<file path="src/rtl/div_unit_if.sv">
// Divider request/result bundle.
// Optional macro DIV_BY_ZERO_TRAP_EN adds the div_by_zero result flag.
interface div_unit_if #(
  parameter int DATA_WIDTH = 32
);
  logic                  start;
  logic                  signed_op;
  logic [DATA_WIDTH-1:0] dividend;
  logic [DATA_WIDTH-1:0] divisor;
  logic                  busy;
  logic                  done;
  logic [DATA_WIDTH-1:0] quotient;
  logic [DATA_WIDTH-1:0] remainder;
`ifdef DIV_BY_ZERO_TRAP_EN
  logic                  div_by_zero;

  modport master (
    output start, signed_op, dividend, divisor,
    input  busy, done, quotient, remainder, div_by_zero
  );

  modport slave (
    input  start, signed_op, dividend, divisor,
    output busy, done, quotient, remainder, div_by_zero
  );
`else
  modport master (
    output start, signed_op, dividend, divisor,
    input  busy, done, quotient, remainder
  );

  modport slave (
    input  start, signed_op, dividend, divisor,
    output busy, done, quotient, remainder
  );
`endif
endinterface

</file>
<file path="src/rtl/div_unit.sv">
// Multi-cycle restoring divider, signed or unsigned, one quotient bit per clock.
// Optional macro DIV_BY_ZERO_TRAP_EN: a zero divisor bypasses the iterations
// and finishes one edge after start with quotient all-ones, remainder = dividend
// and div_by_zero pulsed alongside done.
//
// state | meaning
// IDLE  | waiting for start; operands sampled here only
// RUN   | one shift-subtract iteration per edge on the magnitudes
// FIX   | apply result signs, register outputs, pulse done
module div_unit #(
  parameter int DATA_WIDTH = 32
) (
  input logic        clock,
  input logic        clear,
  div_unit_if.slave  bus
);

  localparam int CW = $clog2(DATA_WIDTH + 1);

  typedef enum logic [1:0] {IDLE, RUN, FIX} state_t;

  state_t                state;
  logic [DATA_WIDTH-1:0] quo_q;
  logic [DATA_WIDTH-1:0] rem_q;
  logic [DATA_WIDTH-1:0] dvsr_q;
  logic [CW-1:0]         count;
  logic                  neg_quo;
  logic                  neg_rem;
  logic                  busy_q;
  logic                  done_q;
  logic [DATA_WIDTH-1:0] quotient_q;
  logic [DATA_WIDTH-1:0] remainder_q;
`ifdef DIV_BY_ZERO_TRAP_EN
  logic                  zero_q;
  logic                  dbz_q;
`endif

  logic [DATA_WIDTH:0]   partial;
  logic                  take;
  logic [DATA_WIDTH-1:0] rem_next;
  logic [DATA_WIDTH-1:0] dvd_mag;
  logic [DATA_WIDTH-1:0] dvs_mag;
  logic                  dvd_neg;
  logic                  dvs_neg;

  // Operand magnitudes for the IDLE sample and the restoring-step datapath.
  // The partial remainder stays below the divisor, so the difference fits in
  // DATA_WIDTH bits once the compare has said the subtract is taken.
  always_comb begin
    dvd_neg  = bus.signed_op & bus.dividend[DATA_WIDTH-1];
    dvs_neg  = bus.signed_op & bus.divisor[DATA_WIDTH-1];
    dvd_mag  = dvd_neg ? ({DATA_WIDTH{1'b0}} - bus.dividend) : bus.dividend;
    dvs_mag  = dvs_neg ? ({DATA_WIDTH{1'b0}} - bus.divisor) : bus.divisor;
    partial  = {rem_q, quo_q[DATA_WIDTH-1]};
    take     = (partial >= {1'b0, dvsr_q});
    rem_next = take ? (partial[DATA_WIDTH-1:0] - dvsr_q) : partial[DATA_WIDTH-1:0];
  end

  // Sequencer: sample, iterate, sign-fix; every output is a register.
  always_ff @(posedge clock or negedge clear) begin
    if (!clear) begin
      state       <= IDLE;
      quo_q       <= '0;
      rem_q       <= '0;
      dvsr_q      <= '0;
      count       <= '0;
      neg_quo     <= 1'b0;
      neg_rem     <= 1'b0;
      busy_q      <= 1'b0;
      done_q      <= 1'b0;
      quotient_q  <= '0;
      remainder_q <= '0;
`ifdef DIV_BY_ZERO_TRAP_EN
      zero_q      <= 1'b0;
      dbz_q       <= 1'b0;
`endif
    end else begin
      done_q <= 1'b0;
`ifdef DIV_BY_ZERO_TRAP_EN
      dbz_q  <= 1'b0;
`endif
      case (state)
        IDLE: begin
          if (bus.start) begin
            rem_q   <= '0;
            dvsr_q  <= dvs_mag;
            neg_quo <= dvd_neg ^ dvs_neg;
            neg_rem <= dvd_neg;
            count   <= CW'(DATA_WIDTH);
            busy_q  <= 1'b1;
`ifdef DIV_BY_ZERO_TRAP_EN
            // A trapped divide reports the raw dividend, so skip the magnitude.
            if (bus.divisor == '0) begin
              zero_q <= 1'b1;
              quo_q  <= bus.dividend;
              state  <= FIX;
            end else begin
              zero_q <= 1'b0;
              quo_q  <= dvd_mag;
              state  <= RUN;
            end
`else
            quo_q   <= dvd_mag;
            state   <= RUN;
`endif
          end
        end
        RUN: begin
          quo_q <= {quo_q[DATA_WIDTH-2:0], take};
          rem_q <= rem_next;
          count <= count - CW'(1);
          if (count == CW'(1)) begin
            state <= FIX;
          end
        end
        FIX: begin
`ifdef DIV_BY_ZERO_TRAP_EN
          if (zero_q) begin
            quotient_q  <= '1;
            remainder_q <= quo_q;
            dbz_q       <= 1'b1;
          end else begin
            quotient_q  <= neg_quo ? ({DATA_WIDTH{1'b0}} - quo_q) : quo_q;
            remainder_q <= neg_rem ? ({DATA_WIDTH{1'b0}} - rem_q) : rem_q;
          end
          zero_q <= 1'b0;
`else
          quotient_q  <= neg_quo ? ({DATA_WIDTH{1'b0}} - quo_q) : quo_q;
          remainder_q <= neg_rem ? ({DATA_WIDTH{1'b0}} - rem_q) : rem_q;
`endif
          count  <= '0;
          done_q <= 1'b1;
          busy_q <= 1'b0;
          state  <= IDLE;
        end
        default: begin
          state  <= IDLE;
          busy_q <= 1'b0;
        end
      endcase
    end
  end

  assign bus.busy      = busy_q;
  assign bus.done      = done_q;
  assign bus.quotient  = quotient_q;
  assign bus.remainder = remainder_q;
`ifdef DIV_BY_ZERO_TRAP_EN
  assign bus.div_by_zero = dbz_q;
`endif

endmodule

</file>
<file path="src/flat_wrapper.sv">
// flat-port wrapper written by rule: the top's interface ports become plain ports
module div_unit_flat 
#(
  parameter int DATA_WIDTH = 32
)
  (clock, clear, bus_start, bus_signed_op, bus_dividend, bus_divisor, bus_busy, bus_done, bus_quotient, bus_remainder);
  div_unit_if #(.DATA_WIDTH(DATA_WIDTH)) bus_i ();
  input logic clock;
  input logic clear;
  input wire logic [$bits(bus_i.start)-1:0] bus_start;
  input wire logic [$bits(bus_i.signed_op)-1:0] bus_signed_op;
  input wire logic [$bits(bus_i.dividend)-1:0] bus_dividend;
  input wire logic [$bits(bus_i.divisor)-1:0] bus_divisor;
  output wire logic [$bits(bus_i.busy)-1:0] bus_busy;
  output wire logic [$bits(bus_i.done)-1:0] bus_done;
  output wire logic [$bits(bus_i.quotient)-1:0] bus_quotient;
  output wire logic [$bits(bus_i.remainder)-1:0] bus_remainder;
  assign bus_i.start = bus_start;
  assign bus_i.signed_op = bus_signed_op;
  assign bus_i.dividend = bus_dividend;
  assign bus_i.divisor = bus_divisor;
  assign bus_busy = bus_i.busy;
  assign bus_done = bus_i.done;
  assign bus_quotient = bus_i.quotient;
  assign bus_remainder = bus_i.remainder;
  div_unit #(.DATA_WIDTH(DATA_WIDTH)) u_core (.clock(clock), .clear(clear), .bus(bus_i));
endmodule
</file>
<file path="config.mk">
export PLATFORM = sky130hd
export DESIGN_NAME = div_unit_flat
export DESIGN_NICKNAME = d
export VERILOG_FILES = /design/src/rtl/div_unit_if.sv /design/src/rtl/div_unit.sv /design/src/flat_wrapper.sv
export SDC_FILE = /design/constraint.sdc
export NUM_CORES = 1
export LEC_CHECK = 0
export BUFFER_PORTS_ARGS = -buffer_cell sky130_fd_sc_hd__buf_2
export CAP_MARGIN = 15
export CORE_MARGIN = 2
export CORE_UTILIZATION = 55
export DETAILED_ROUTE_END_ITERATION = 8
export PLACE_DENSITY = 0.78
export SLEW_MARGIN = 20
export SYNTH_ARGS = -nofsm -noshare
export SYNTH_HDL_FRONTEND = slang
export SYNTH_SLANG_ARGS = --single-unit
</file>
<file path="constraint.sdc">
create_clock -name clock -period 5.45 [get_ports clock]
set_clock_uncertainty 0.05 [all_clocks]
set_input_delay 0.2725 -clock clock [delete_from_list [all_inputs] [get_ports clock]]
set_output_delay 0.2725 -clock clock [all_outputs]
set_load 0.02 [all_outputs]
</file>
## Word level (Yosys, flattened, before mapping)

Cells that the tools add are included.

| storage, ports and cells | value |
|---|---|
| register bits after elaboration | 172 |
| bits of input ports | 68 |
| output and inout port bits | 66 |
| word-level logic and storage cells | 52 |

| operators by class | value |
|---|---|
| add/subtract/negate cells | 6 |
| order comparisons | 1 |
| equal/unequal tests | 5 |
| multiplexer cells | 17 |
| bitwise operators | 4 |
| reduce and logical (&&, ||, !) cells | 8 |

Operator list:

| operator | number |
|---|---|
| 32-bit 2-to-1 mux | 7 |
| 32-bit case mux with 2 select lines | 2 |
| 1-bit by 32-bit subtractor with 32-bit output (first input constant) | 4 |
| 33-bit by 32-bit greater-or-equal comparator with 1-bit output | 1 |
| 32-bit subtractor | 1 |
| 6-bit case mux with 3 select lines | 1 |
| 2-bit AND reduction | 5 |
| 6-bit by 1-bit equality test with 1-bit output (second input constant) | 1 |
| 6-bit 2-to-1 mux | 1 |
| 6-bit by 1-bit subtractor with 6-bit output (second input constant) | 1 |
| 2-bit 2-to-1 mux | 2 |
| 2-bit case mux with 2 select lines | 1 |
| 3-bit nonzero test | 1 |
| 1-bit bitwise AND | 2 |
| 2-bit by 1-bit equality test with 1-bit output (second input constant) | 1 |
| 2-bit equality test (second input constant) | 1 |
| 2-bit zero test | 1 |
| 1-bit 2-to-1 mux | 2 |
| 2-bit by 1-bit != test with 1-bit output (second input constant) | 1 |
| 2-bit != test (second input constant) | 1 |
| 1-bit case mux with 2 select lines | 1 |
| 2-bit nonzero test | 1 |
| 1-bit NOT | 1 |
| 1-bit bitwise XOR | 1 |

## Logic depth before layout (Yosys ltp)

Gate-level depths: netlist (run 1).

| depth | value |
|---|---|
| word-level depth | 4 |
| depth in mapped cells | 14 |
| mapped depth without buffers | 13 |

## Least setup slack after synthesis (run 1)

OpenSTA, ideal clock, no wires.

| timing path | value |
|---|---|
| kind | register -> register |
| from | reg u_core.rem_q[6] |
| to | reg u_core.remainder_q[29], in the netlist u_core.bus.remainder[29] |
| setup time | 137 ps |
| arrival | 3149 ps |
| data required time | 5263 ps |
| setup slack | 2114 ps |
| stages on the path, launching flop included | 10 |
| buffers on the path | 0 |
| clock period less this slack | 3336 ps |
| cell sequence | dfrtp_1 -> or4_4 -> or3_1 -> or3_1 -> or3_1 -> or3_4 -> or3_4 -> o31ai_2 -> xor2_1 -> a21oi_1 |

| between the ends | value |
|---|---|
| word-level cells in the longest chain between the ends | 2 |

Ends and longest elaborated chain:

| item | line | RTL |
|---|---|---|
| start: declaration | div_unit.sv:24 | `logic [DATA_WIDTH-1:0] rem_q;` |
| start signal: assignment | div_unit.sv:110 | `rem_q <= rem_next;` |
| 1-bit by 32-bit subtractor with 32-bit output | div_unit.sv:129 | `remainder_q <= neg_rem ? ({DATA_WIDTH{1'b0}} - rem_q) : rem_q;` |
| 32-bit 2-to-1 mux | div_unit.sv:129 |  |
| end signal: assignment | div_unit.sv:129 |  |
| end: declaration | div_unit.sv:32 | `logic [DATA_WIDTH-1:0] remainder_q;` |

Every way passes these cells.
A chain may end at the register's enable or synchronous reset.

## Final worst setup path (run 1)

| timing path | value |
|---|---|
| from | reg u_core.rem_q[4] |
| to | reg u_core.rem_q[4] |

| between the ends | value |
|---|---|
| word-level cells in the longest chain between the ends | 3 |

Ends and longest elaborated chain:

| item | line | RTL |
|---|---|---|
| 33-bit by 32-bit greater-or-equal comparator with 1-bit output | div_unit.sv:55 | `take = (partial >= {1'b0, dvsr_q});` |
| 32-bit 2-to-1 mux | div_unit.sv:56 | `rem_next = take ? (partial[DATA_WIDTH-1:0] - dvsr_q) : partial[DATA_WIDTH-1:0];` |
| 32-bit case mux with 2 select lines | div_unit.sv:82 | `case (state)` |

Every way passes these cells.

==> results of run 1 <==
final timing paths:
path | from | end
worst max register to register | u_core.rem_q[4]$_DFFE_PN0P_ | u_core.rem_q[4]$_DFFE_PN0P_
worst max-delay path | u_core.rem_q[4]$_DFFE_PN0P_ | u_core.rem_q[4]$_DFFE_PN0P_
min in group asynchronous | clear | u_core.bus.remainder[9]$_DFFE_PN0P_
worst min-delay path | bus_divisor[31] | u_core.dvsr_q[31]$_DFFE_PN0P_
max in group asynchronous | clear | u_core.bus.remainder[27]$_DFFE_PN0P_
worst min register to register | u_core.dvsr_q[18]$_DFFE_PN0P_ | u_core.dvsr_q[18]$_DFFE_PN0P_
layout by cell type, fill, tap and decap left out, drive strengths merged, types with 24 or more instances in the layout:
cell	count
o21ai	142
buf	142
xor2	95
nor2	152
o31ai	24
nand2	147
dfrtp	172
ha	42
a21oi	164
inv	56
xnor2	46
cells by family after synthesis:
| logic type | count (synthesis) | synth area share, % |
|---|---|---|
| and+or+nand+nor | 422 | 17.0 |
| AOI/OAI and AO/OA | 419 | 21.7 |
| DFF | 172 | 38.6 |
| xor gates and xnor gates | 141 | 11.1 |
| buffers and inverters | 123 | 4.14 |
| adders and majority gates | 43 | 4.89 |
| muxes | 28 | 2.59 |
critical path, delay by kind of cell (launching register included):
family / cells / cell delay [ns]
DFF: 1 / 0.47
and+or+nand+nor: 2 / 0.26
muxes: 1 / 0.21
AOI/OAI and AO/OA: 5 / 1.70
buffers and inverters: 2 / 0.49
adders and majority gates: 1 / 0.45
state kept, by name, summed over array words and instances (netlist names):
register / count
u_core.bus.done: 1
u_core.neg_quo: 1
u_core.bus.busy: 1
u_core.rem_q: 32
u_core.state: 2
u_core.count: 6
u_core.bus.quotient: 32
u_core.dvsr_q: 32
u_core.quo_q: 32
u_core.bus.remainder: 32
u_core.neg_rem: 1
power groups by stage:
stage | registers [W] | clock network (W) | logic (W)
global placement | 0.00232 | 0 | 0.00381
finish | 0.00234 | 0.00124 | 0.00394
CTS | 0.00233 | 0.00125 | 0.00392
floorplan | 0.00251 | 0 | 0.00262
detailed placement | 0.00235 | 0 | 0.00388
global route | 0.00242 | 0.00131 | 0.00438
routing by layer:
layer  vias up  track usage (%)
met5         -                0
li1       4928                -
met3        46             4.66
met4         0             8.50
met1      4712             38.1
met2       378             40.4
area by class of cell:
cell class              count  area [sq um]
clock inverters            12           136
multi-input cells        1053          6440
well taps                 270           338
flip-flops and latches    172          4300
fillers                  1775          7390
inverters                  55           206
clock buffers              20           467
repair buffers            143           757
through the flow:
| stage | utilization, % | setup WS (ns) | hold slack (ns) |
|---|---|---|---|
| CTS | 63.0 | 1.53 | 0.0707 |
| floorplan | - | 2.11 | -0.0731 |
| global placement | 60.0 | 1.68 | 0.200 |
| detailed placement | 60.0 | 1.54 | 0.200 |
| global route | 63.1 | 1.42 | 0.111 |
| finish | 63.1 | 1.66 | 0.0802 |
Yosys cell counts (22+ instances only):
| cell type | number |
|---|---|
| a21oi_1 | 164 |
| o31ai_1 | 22 |
| clkbuf_1 | 62 |
| dfrtp_1 | 172 |
| inv_1 | 54 |
| xor2_1 | 95 |
| nor2_1 | 152 |
| nand2_1 | 147 |
| xnor2_1 | 46 |
| ha_1 | 42 |
| o21ai_0 | 138 |
timing repair:
action,4_1_cts,5_1_grt
hold buffers,1,0
endpoints found under the hold margin,51,0
resized for setup,0,0
==> results.json, run 1 <==
{
  "ir_drop_v": 0.000321,
  "met1Wirelength_mm": 13.0,
  "drive_above_1_share_pct": 13.7,
  "p_per_area_mw_per_mm2": 595,
  "wl_per_cell_um": 16.2,
  "path_cells": "ha_1 -> nor3_1 -> nor3_1 -> o21ai_0 -> o21ai_0 -> a21oi_1 -> a41oi_4 -> buf_8 -> buf_4 -> mux2i_1 -> o21ai_0",
  "min_period_ns": 3.79,
  "finalCritPeriodShare_pct": 69.6,
  "synth.avg_cell_area_sq_um": 8.28,
  "crit_fanout": 19,
  "crit_required_ns": 5.67,
  "cts_buffer_depth": 2,
  "max_slew_margin_pct": 27.9,
  "area_delta_synth_final_pct": 13.4,
  "critPathKind": "reg2reg",
  "total_power_w": 0.00753,
  "synth-seq-cells": 172,
  "p_leak_nw": 5.71,
  "wl_met2_mm": 12.5,
  "drv_cap": 0,
  "vias": 10100,
  "path_clk_slew_ns": 0.07,
  "pwr-share-clk_pct": 16.5,
  "reg2reg_setup_slack_ns": 1.66,
  "clkSinkCount": 172,
  "slowest_stage": "a41oi_4",
  "finalSetupViolCount": 0,
  "synth_area_leaders": "dfrtp_1 (39%), xor2_1 (7.5%), a21oi_1 (7.4%)",
  "drt_iter0_drc": 741,
  "setup_tns_ns": 0,
  "p_sw_share_pct": 47.0,
  "rsz0062_at_grt": "false",
  "status": "finished clean",
  "cpMostUsedCell": "o21ai_0",
  "track_usage_pct": 26.3,
  "end_kind": "register",
  "design_area_sq_mm": 0.0126,
  "synth.distinct_cells": 58,
  "reg2reg_depth": 11,
  "antenna_found_initial": 0,
  "p_comb_share_pct": 52.4,
  "wl_mm": 27.9,
  "async_flop_share_pct": 100,
  "gp_congestion": 0.950,
  "ys_seq_area_share_pct": 38.6,
  "yosysTopAreaCell": "dfrtp_1",
  "grt_pass1_wl_mm": 46.3,
  "seqPwrFrac_pct": 31.1,
  "finalNonFillerCells": 1725,
  "grt_remaining_overflow": 0,
  "grt_max_degree": 87,
  "finalMaxSlewViolations": 0,
  "cts_inserted_buffers": 17,
  "yosysWarnings": 0,
  "switchingPower_w": 0.00354,
  "vias_per_cell": 5.83,
  "wl_met3_mm": 1.88,
  "syn_nets": 1459,
  "grt_pass1_vias": 9467,
  "htree_levels": 4,
  "final_antenna_net_count": 0,
  "syn_inst": 1348,
  "holdPathStages": 3,
  "cts-root-buf": "clkbuf_16",
  "first_pass_iters": 6,
  "io_buffers": 133,
  "coreArea_sq_mm": 0.0200,
  "synth_ff_type": "dfrtp_1",
  "cts_tree": "yes",
  "crit_arrival_ns": 4.01,
  "place_inst": 1691,
  "die_width_um": 146,
  "rows": 52,
  "synth_edf_count": 0,
  "insertion_delay_ns": 0.43,
  "final_nets": 1553,
  "dieArea_sq_mm": 0.0214,
  "netlist_area_sq_mm": 0.0112,
  "tightest_slew_ns": 1.08,
  "drc": 0,
  "initial_utilization_pct": 55.7,
  "dpl.hpwl_mm": 20.1,
  "internal_power_w": 0.00399,
  "post_cts_buffers": 0,
  "top_layer": "met4",
  "hp-class": "in2reg",
  "max_freq_mhz": 264,
  "yosys.area.top_type_share_pct": 38.6,
  "die_h_um": 146,
  "io_pins": 134,
  "antenna_cells": 0,
  "finalHoldViolCount": 0,
  "worst_setup_path_start_kind": "register",
  "slowest_delay_ns": 0.68,
  "placed_area_sq_mm": 0.0120
}
Power figures use the tool's default switching activity.
==> run 2: changes to the inputs <==
==> constraint.sdc (replaced) <==
create_clock -name clock -period 3.5 [get_ports clock]
set_clock_uncertainty 0.05 [all_clocks]
set_input_delay 0.175 -clock clock [delete_from_list [all_inputs] [get_ports clock]]
set_output_delay 0.175 -clock clock [all_outputs]
set_load 0.02 [all_outputs]
==> run 2 against run 1 <==
First-iteration DRC count grew 11%. Register-to-register slack lost 1.6 ns. Sequential power grew 52%. Sequential cell count is the same. Die area is the same. Critical path type unchanged. Largest cell class unchanged. Highest routed layer unchanged.
==> results.json, run 2 (synthesized netlist as in run 1, its figures left out) <==
{
  "cpMostUsedCell": "or3_4",
  "initial_utilization_pct": 55.7,
  "finalMaxSlewViolations": 0,
  "grt_pass1_vias": 9461,
  "end_kind": "register",
  "area_delta_synth_final_pct": 15.8,
  "crit_arrival_ns": 3.65,
  "grt_pass1_wl_mm": 46.4,
  "min_period_ns": 3.42,
  "path_cells": "or4_4 -> or3_4 -> or3_4 -> or3_4 -> or3_4 -> or3_4 -> o31ai_4 -> xor2_1 -> a21oi_1",
  "finalSetupViolCount": 0,
  "critPathKind": "reg2reg",
  "cts-root-buf": "clkbuf_16",
  "antenna_cells": 0,
  "ir_drop_v": 0.000460,
  "p_per_area_mw_per_mm2": 925,
  "drc": 0,
  "first_pass_iters": 5,
  "post_cts_buffers": 0,
  "die_width_um": 146,
  "finalHoldViolCount": 0,
  "crit_required_ns": 3.73,
  "design_area_sq_mm": 0.0129,
  "layout_commonest_cell": "dfrtp_1",
  "placed_area_sq_mm": 0.0122,
  "grt_max_degree": 78,
  "status": "finished clean",
  "die_h_um": 146,
  "cts_inserted_buffers": 17,
  "timing.hold.ws_ns": 0.00536,
  "wl_per_cell_um": 15.8,
  "vias": 10100,
  "seqPwrFrac_pct": 29.8,
  "cts_tree": "yes",
  "rows": 52,
  "htree_levels": 4,
  "max_freq_mhz": 293,
  "p_comb_share_pct": 54.2,
  "antenna_found_initial": 0,
  "mostFrequentLayoutCells": "dfrtp_1 (172), a21oi_1 (163), nor2_1 (152)",
  "slowest_delay_ns": 0.54,
  "io_pins": 134,
  "finalNonFillerCells": 1751,
  "coreArea_sq_mm": 0.0200,
  "total_power_w": 0.0119,
  "max_slew_margin_pct": 36.9,
  "crit_fanout": 4,
  "place_inst": 1714,
  "drv_cap": 0,
  "io_buffers": 133,
  "insertion_delay_ns": 0.44,
  "wl_mm": 27.8,
  "track_usage_pct": 26.4,
  "drive_above_1_share_pct": 15.3,
  "dpl.hpwl_mm": 20.2,
  "grt_remaining_overflow": 0,
  "pwr-share-clk_pct": 16.0,
  "vias_per_cell": 5.78,
  "path_clk_slew_ns": 0.07,
  "clkSinkCount": 172,
  "slowest_stage": "or4_4",
  "p_sw_share_pct": 46.3,
  "drt_iter0_drc": 819,
  "dieArea_sq_mm": 0.0214,
  "dp_slack_ns": -0.00392,
  "tightest_slew_ns": 0.946,
  "switchingPower_w": 0.00553,
  "hp-class": "in2reg",
  "finalCritPeriodShare_pct": 97.6,
  "cts_buffer_depth": 2,
  "gp_congestion": 0.955,
  "worst_setup_path_start_kind": "register",
  "p_leak_nw": 5.86,
  "worst_slack_ns": 0.0828,
  "internal_power_w": 0.00641,
  "final_antenna_net_count": 0,
  "final_nets": 1579,
  "nFillCells": 1687
}
run 2: area by class of cell:
| class | count | area (sq um) | area share (%) |
|---|---|---|---|
| sequential | 172 | 4300 | 33.3 |
| tap | 270 | 338 | 2.62 |
| timing repair buffer | 169 | 992 | 7.68 |
| clock buffer | 19 | 453 | 3.51 |
| clock inverter | 13 | 139 | 1.08 |
| inverter | 55 | 206 | 1.60 |
| multi-input combinational | 1053 | 6480 | 50.2 |
run 2: path summary, 6_finish.rpt:
path	slack, ns	start	depth (start not counted)	end
worst max-delay path	0.08	u_core.rem_q[6]$_DFFE_PN0P_	9	u_core.bus.remainder[26]$_DFFE_PN0P_
worst min-delay path	0.005	bus_divisor[26]	3	u_core.dvsr_q[26]$_DFFE_PN0P_
worst max register to register	0.08	u_core.rem_q[6]$_DFFE_PN0P_	9	u_core.bus.remainder[26]$_DFFE_PN0P_
worst min register to register	0.43	u_core.dvsr_q[14]$_DFFE_PN0P_	2	u_core.dvsr_q[14]$_DFFE_PN0P_
max in group asynchronous	2.22	clear	3	u_core.bus.quotient[14]$_DFFE_PN0P_
min in group asynchronous	0.29	clear	2	u_core.bus.remainder[15]$_DFFE_PN0P_
run 2: critical path: cells and delay by family (launching register included):
kind             cells  cell delay (ns)
XOR/XNOR             1             0.18
AO/OA/AOI/OAI        2             0.27
AND/OR/NAND/NOR      6             2.38
flip-flops           1             0.38
run 2: timing repair:
action,in CTS,in global routing
endpoints found under the setup margin,2,7
pin swaps,0,3
hold buffers,5,0
gates resized for setup,1,8
hold endpoints to repair,79,0
run 2: power by group through the flow:
| stage | Clock (W) | Combinational [W] | Sequential (W) |
|---|---|---|---|
| CTS | 0.00192 | 0.00635 | 0.00355 |
| global route | 0.00200 | 0.00722 | 0.00368 |
| global placement | 0 | 0.00614 | 0.00354 |
| detailed placement | 0 | 0.00626 | 0.00358 |
| finish | 0.00191 | 0.00647 | 0.00356 |
| floorplan | 0 | 0.00409 | 0.00391 |
run 2: layer usage:
metal	wire, um	share of wire (%)	vias up	global-route usage (%)
met5	0	0	-	0
met4	634	2.3	0	8.40
met3	1790	6.4	46	4.13
met2	12400	45	352	40.9
met1	13000	47	4745	38.2
li1	-	-	4983	-
run 2: metrics by stage:
stage	utilization (%)	setup TNS (ns)
4_1_cts	64.2	0
2_1_floorplan	-	0
3_3_place_gp	61.0	0
3_5_place_dp	61.0	-0.00392
6_report	64.4	0
5_1_grt	64.4	-0.0374
==> run 3: changes to the inputs <==
--- a/config.mk
+++ b/config.mk
@@ -8,9 +8,9 @@
 export BUFFER_PORTS_ARGS = -buffer_cell sky130_fd_sc_hd__buf_2
 export CAP_MARGIN = 15
 export CORE_MARGIN = 2
-export CORE_UTILIZATION = 55
+export CORE_UTILIZATION = 54
 export DETAILED_ROUTE_END_ITERATION = 8
-export PLACE_DENSITY = 0.78
+export PLACE_DENSITY = 0.77
 export SLEW_MARGIN = 20
 export SYNTH_ARGS = -nofsm -noshare
 export SYNTH_HDL_FRONTEND = slang
==> run 3 against run 2 <==
Global-route usage fell by 0.22 points. Final cell count rose by 0.34%. Critical path depth did not move. Combinational power rose by 0.8%. Worst hold slack got worse by 0.0020 ns. Register-to-register slack got worse by 0.05 ns. Count of clock-buffer cells in the layout fell by 1. Final area rose by 0.32%. Largest cell class unchanged. Non-clock buffer count rose by 6. First-iteration DRC count rose by 2.0%. Largest power group unchanged. Clock power barely moved.
==> results.json, run 3 (synthesized netlist as in run 1, its figures left out) <==
{
  "status": "finished clean",
  "p_per_area_mw_per_mm2": 929,
  "internal_power_w": 0.00644,
  "multi_input_comb_area_sq_mm": 0.00648,
  "insertion_delay_ns": 0.45,
  "dieArea_sq_mm": 0.0218,
  "tightest_slew_ns": 0.926,
  "gp_congestion": 0.939,
  "place_inst": 1717,
  "ir_drop_v": 0.000485,
  "crit_arrival_ns": 3.70,
  "htree_levels": 4,
  "cts_tree": "yes",
  "rsz0062_at_grt": "true",
  "final_nets": 1585,
  "finalHoldViolCount": 0,
  "nFillCells": 1710,
  "total_power_w": 0.0120,
  "rows": 52,
  "wl_mm": 28.1,
  "final_antenna_net_count": 0,
  "path_cells": "or4_4 -> or3_4 -> or3_4 -> or3_4 -> or3_4 -> or3_4 -> o31ai_4 -> xor2_1 -> a21oi_1",
  "path_clk_slew_ns": 0.07,
  "p_sw_share_pct": 46.5,
  "hp-class": "in2reg",
  "cts_inserted_buffers": 17,
  "seqPwrFrac_pct": 29.8,
  "cts-root-buf": "clkbuf_16",
  "drc": 0,
  "grt_remaining_overflow": 0,
  "slowest_delay_ns": 0.55,
  "area_delta_synth_final_pct": 16.1,
  "wl_per_cell_um": 16.0,
  "finalCritPeriodShare_pct": 99.2,
  "io_buffers": 133,
  "pwr-share-clk_pct": 16.0,
  "first_pass_iters": 6,
  "drv_cap": 0,
  "max_slew_margin_pct": 38.3,
  "grt_pass1_vias": 9421,
  "cts_buffer_depth": 2,
  "antenna_cells": 0,
  "p_comb_share_pct": 54.2,
  "finalNonFillerCells": 1757,
  "initial_utilization_pct": 55.1,
  "io_pins": 134,
  "cp_num_buf_inv": 0,
  "drive_above_1_share_pct": 15.5,
  "finalSetupViolCount": 0,
  "finalMaxSlewViolations": 0,
  "mostFrequentLayoutCells": "dfrtp_1 (172), a21oi_1 (162), nor2_1 (152)",
  "grt_pass1_wl_mm": 46.4,
  "cp_top_family": "simple AND/OR/NAND/NOR gates",
  "p_leak_nw": 5.88,
  "grt_max_degree": 80,
  "critPathKind": "reg2reg",
  "cpMostUsedCell": "or3_4",
  "switchingPower_w": 0.00559,
  "vias_per_cell": 5.69,
  "min_period_ns": 3.47,
  "die_h_um": 148,
  "clkSinkCount": 172,
  "max_freq_mhz": 288,
  "seq_area_sq_mm": 0.00430,
  "crit_required_ns": 3.73,
  "end_kind": "register",
  "coreArea_sq_mm": 0.0202,
  "antenna_found_initial": 0,
  "layout_commonest_cell": "dfrtp_1",
  "worst_setup_path_start_kind": "register",
  "die_width_um": 148,
  "dpl.hpwl_mm": 20.6,
  "slowest_stage": "or4_4",
  "track_usage_pct": 26.2,
  "drt_iter0_drc": 835,
  "crit_fanout": 4,
  "vias": 10000
}
## run 3: final cells by class
type / count / share of cell area [%]
Multi-Input combinational cell: 1053 / 50.0
Clock buffer: 18 / 3.39
Inverter: 55 / 1.59
Timing Repair Buffer: 175 / 7.95
Tap cell: 270 / 2.61
Sequential cell: 172 / 33.2
Clock inverter: 14 / 1.21
## run 3: per-layer routing
metal	global-route usage [%]	vias up	wire (um)
met5	0	-	0
met4	7.16	0	583
met3	4.32	48	1590
met2	42.0	301	12900
met1	36.9	4664	13000
li1	-	4993	-
## run 3: worst paths after layout
check,slack [ns],from,cells after the start,to
max,0.03,u_core.rem_q[6]$_DFFE_PN0P_,9,u_core.bus.remainder[26]$_DFFE_PN0P_
min,0.003,bus_divisor[25],3,u_core.dvsr_q[25]$_DFFE_PN0P_
max reg2reg,0.03,u_core.rem_q[6]$_DFFE_PN0P_,9,u_core.bus.remainder[26]$_DFFE_PN0P_
min reg2reg,0.43,u_core.dvsr_q[19]$_DFFE_PN0P_,2,u_core.dvsr_q[19]$_DFFE_PN0P_
max in group asynchronous,2.13,clear,3,u_core.bus.quotient[24]$_DFFE_PN0P_
min in group asynchronous,0.29,clear,2,u_core.dvsr_q[15]$_DFFE_PN0P_
## run 3: metrics by stage
stage                     util (%)  hold WS (ns)  cell area [sq um]  setup TNS [ns]  setup slack (ns)
after floorplan                  -        -0.171              11200               0             0.164
after global placement        60.5         0.205              12200               0            0.0527
after detailed placement      60.5         0.213              12200               0            0.0133
after CTS                     63.8       0.00215              12900        -0.00157          -0.00157
after global routing          64.0        0.0120              13000         -0.0545           -0.0450
final                         64.0       0.00336              13000               0            0.0295
## run 3: power groups by stage
stage	combinational, W	sequential (W)	clock [W]
after floorplan	0.00409	0.00391	0
after global placement	0.00612	0.00355	0
after detailed placement	0.00626	0.00360	0
after CTS	0.00637	0.00357	0.00196
after global routing	0.00726	0.00370	0.00204
final	0.00652	0.00359	0.00193
## run 3: worst reg2reg max path, stage by stage, from the launching register on
cell and delay [ns]:
dfrtp_1 0.37, or4_4 0.55, or3_4 0.36, or3_4 0.34, or3_4 0.34, or3_4 0.36
or3_4 0.41, o31ai_4 0.26, xor2_1 0.18, a21oi_1 0.08
## run 3: timing repair
item                       4_1_cts  5_1_grt
gates resized for setup          2        6
hold endpoints to repair        82        0
setup buffers                    0        1
pin swaps                        0        6
hold buffers                     7        0
setup endpoints to repair        2        6
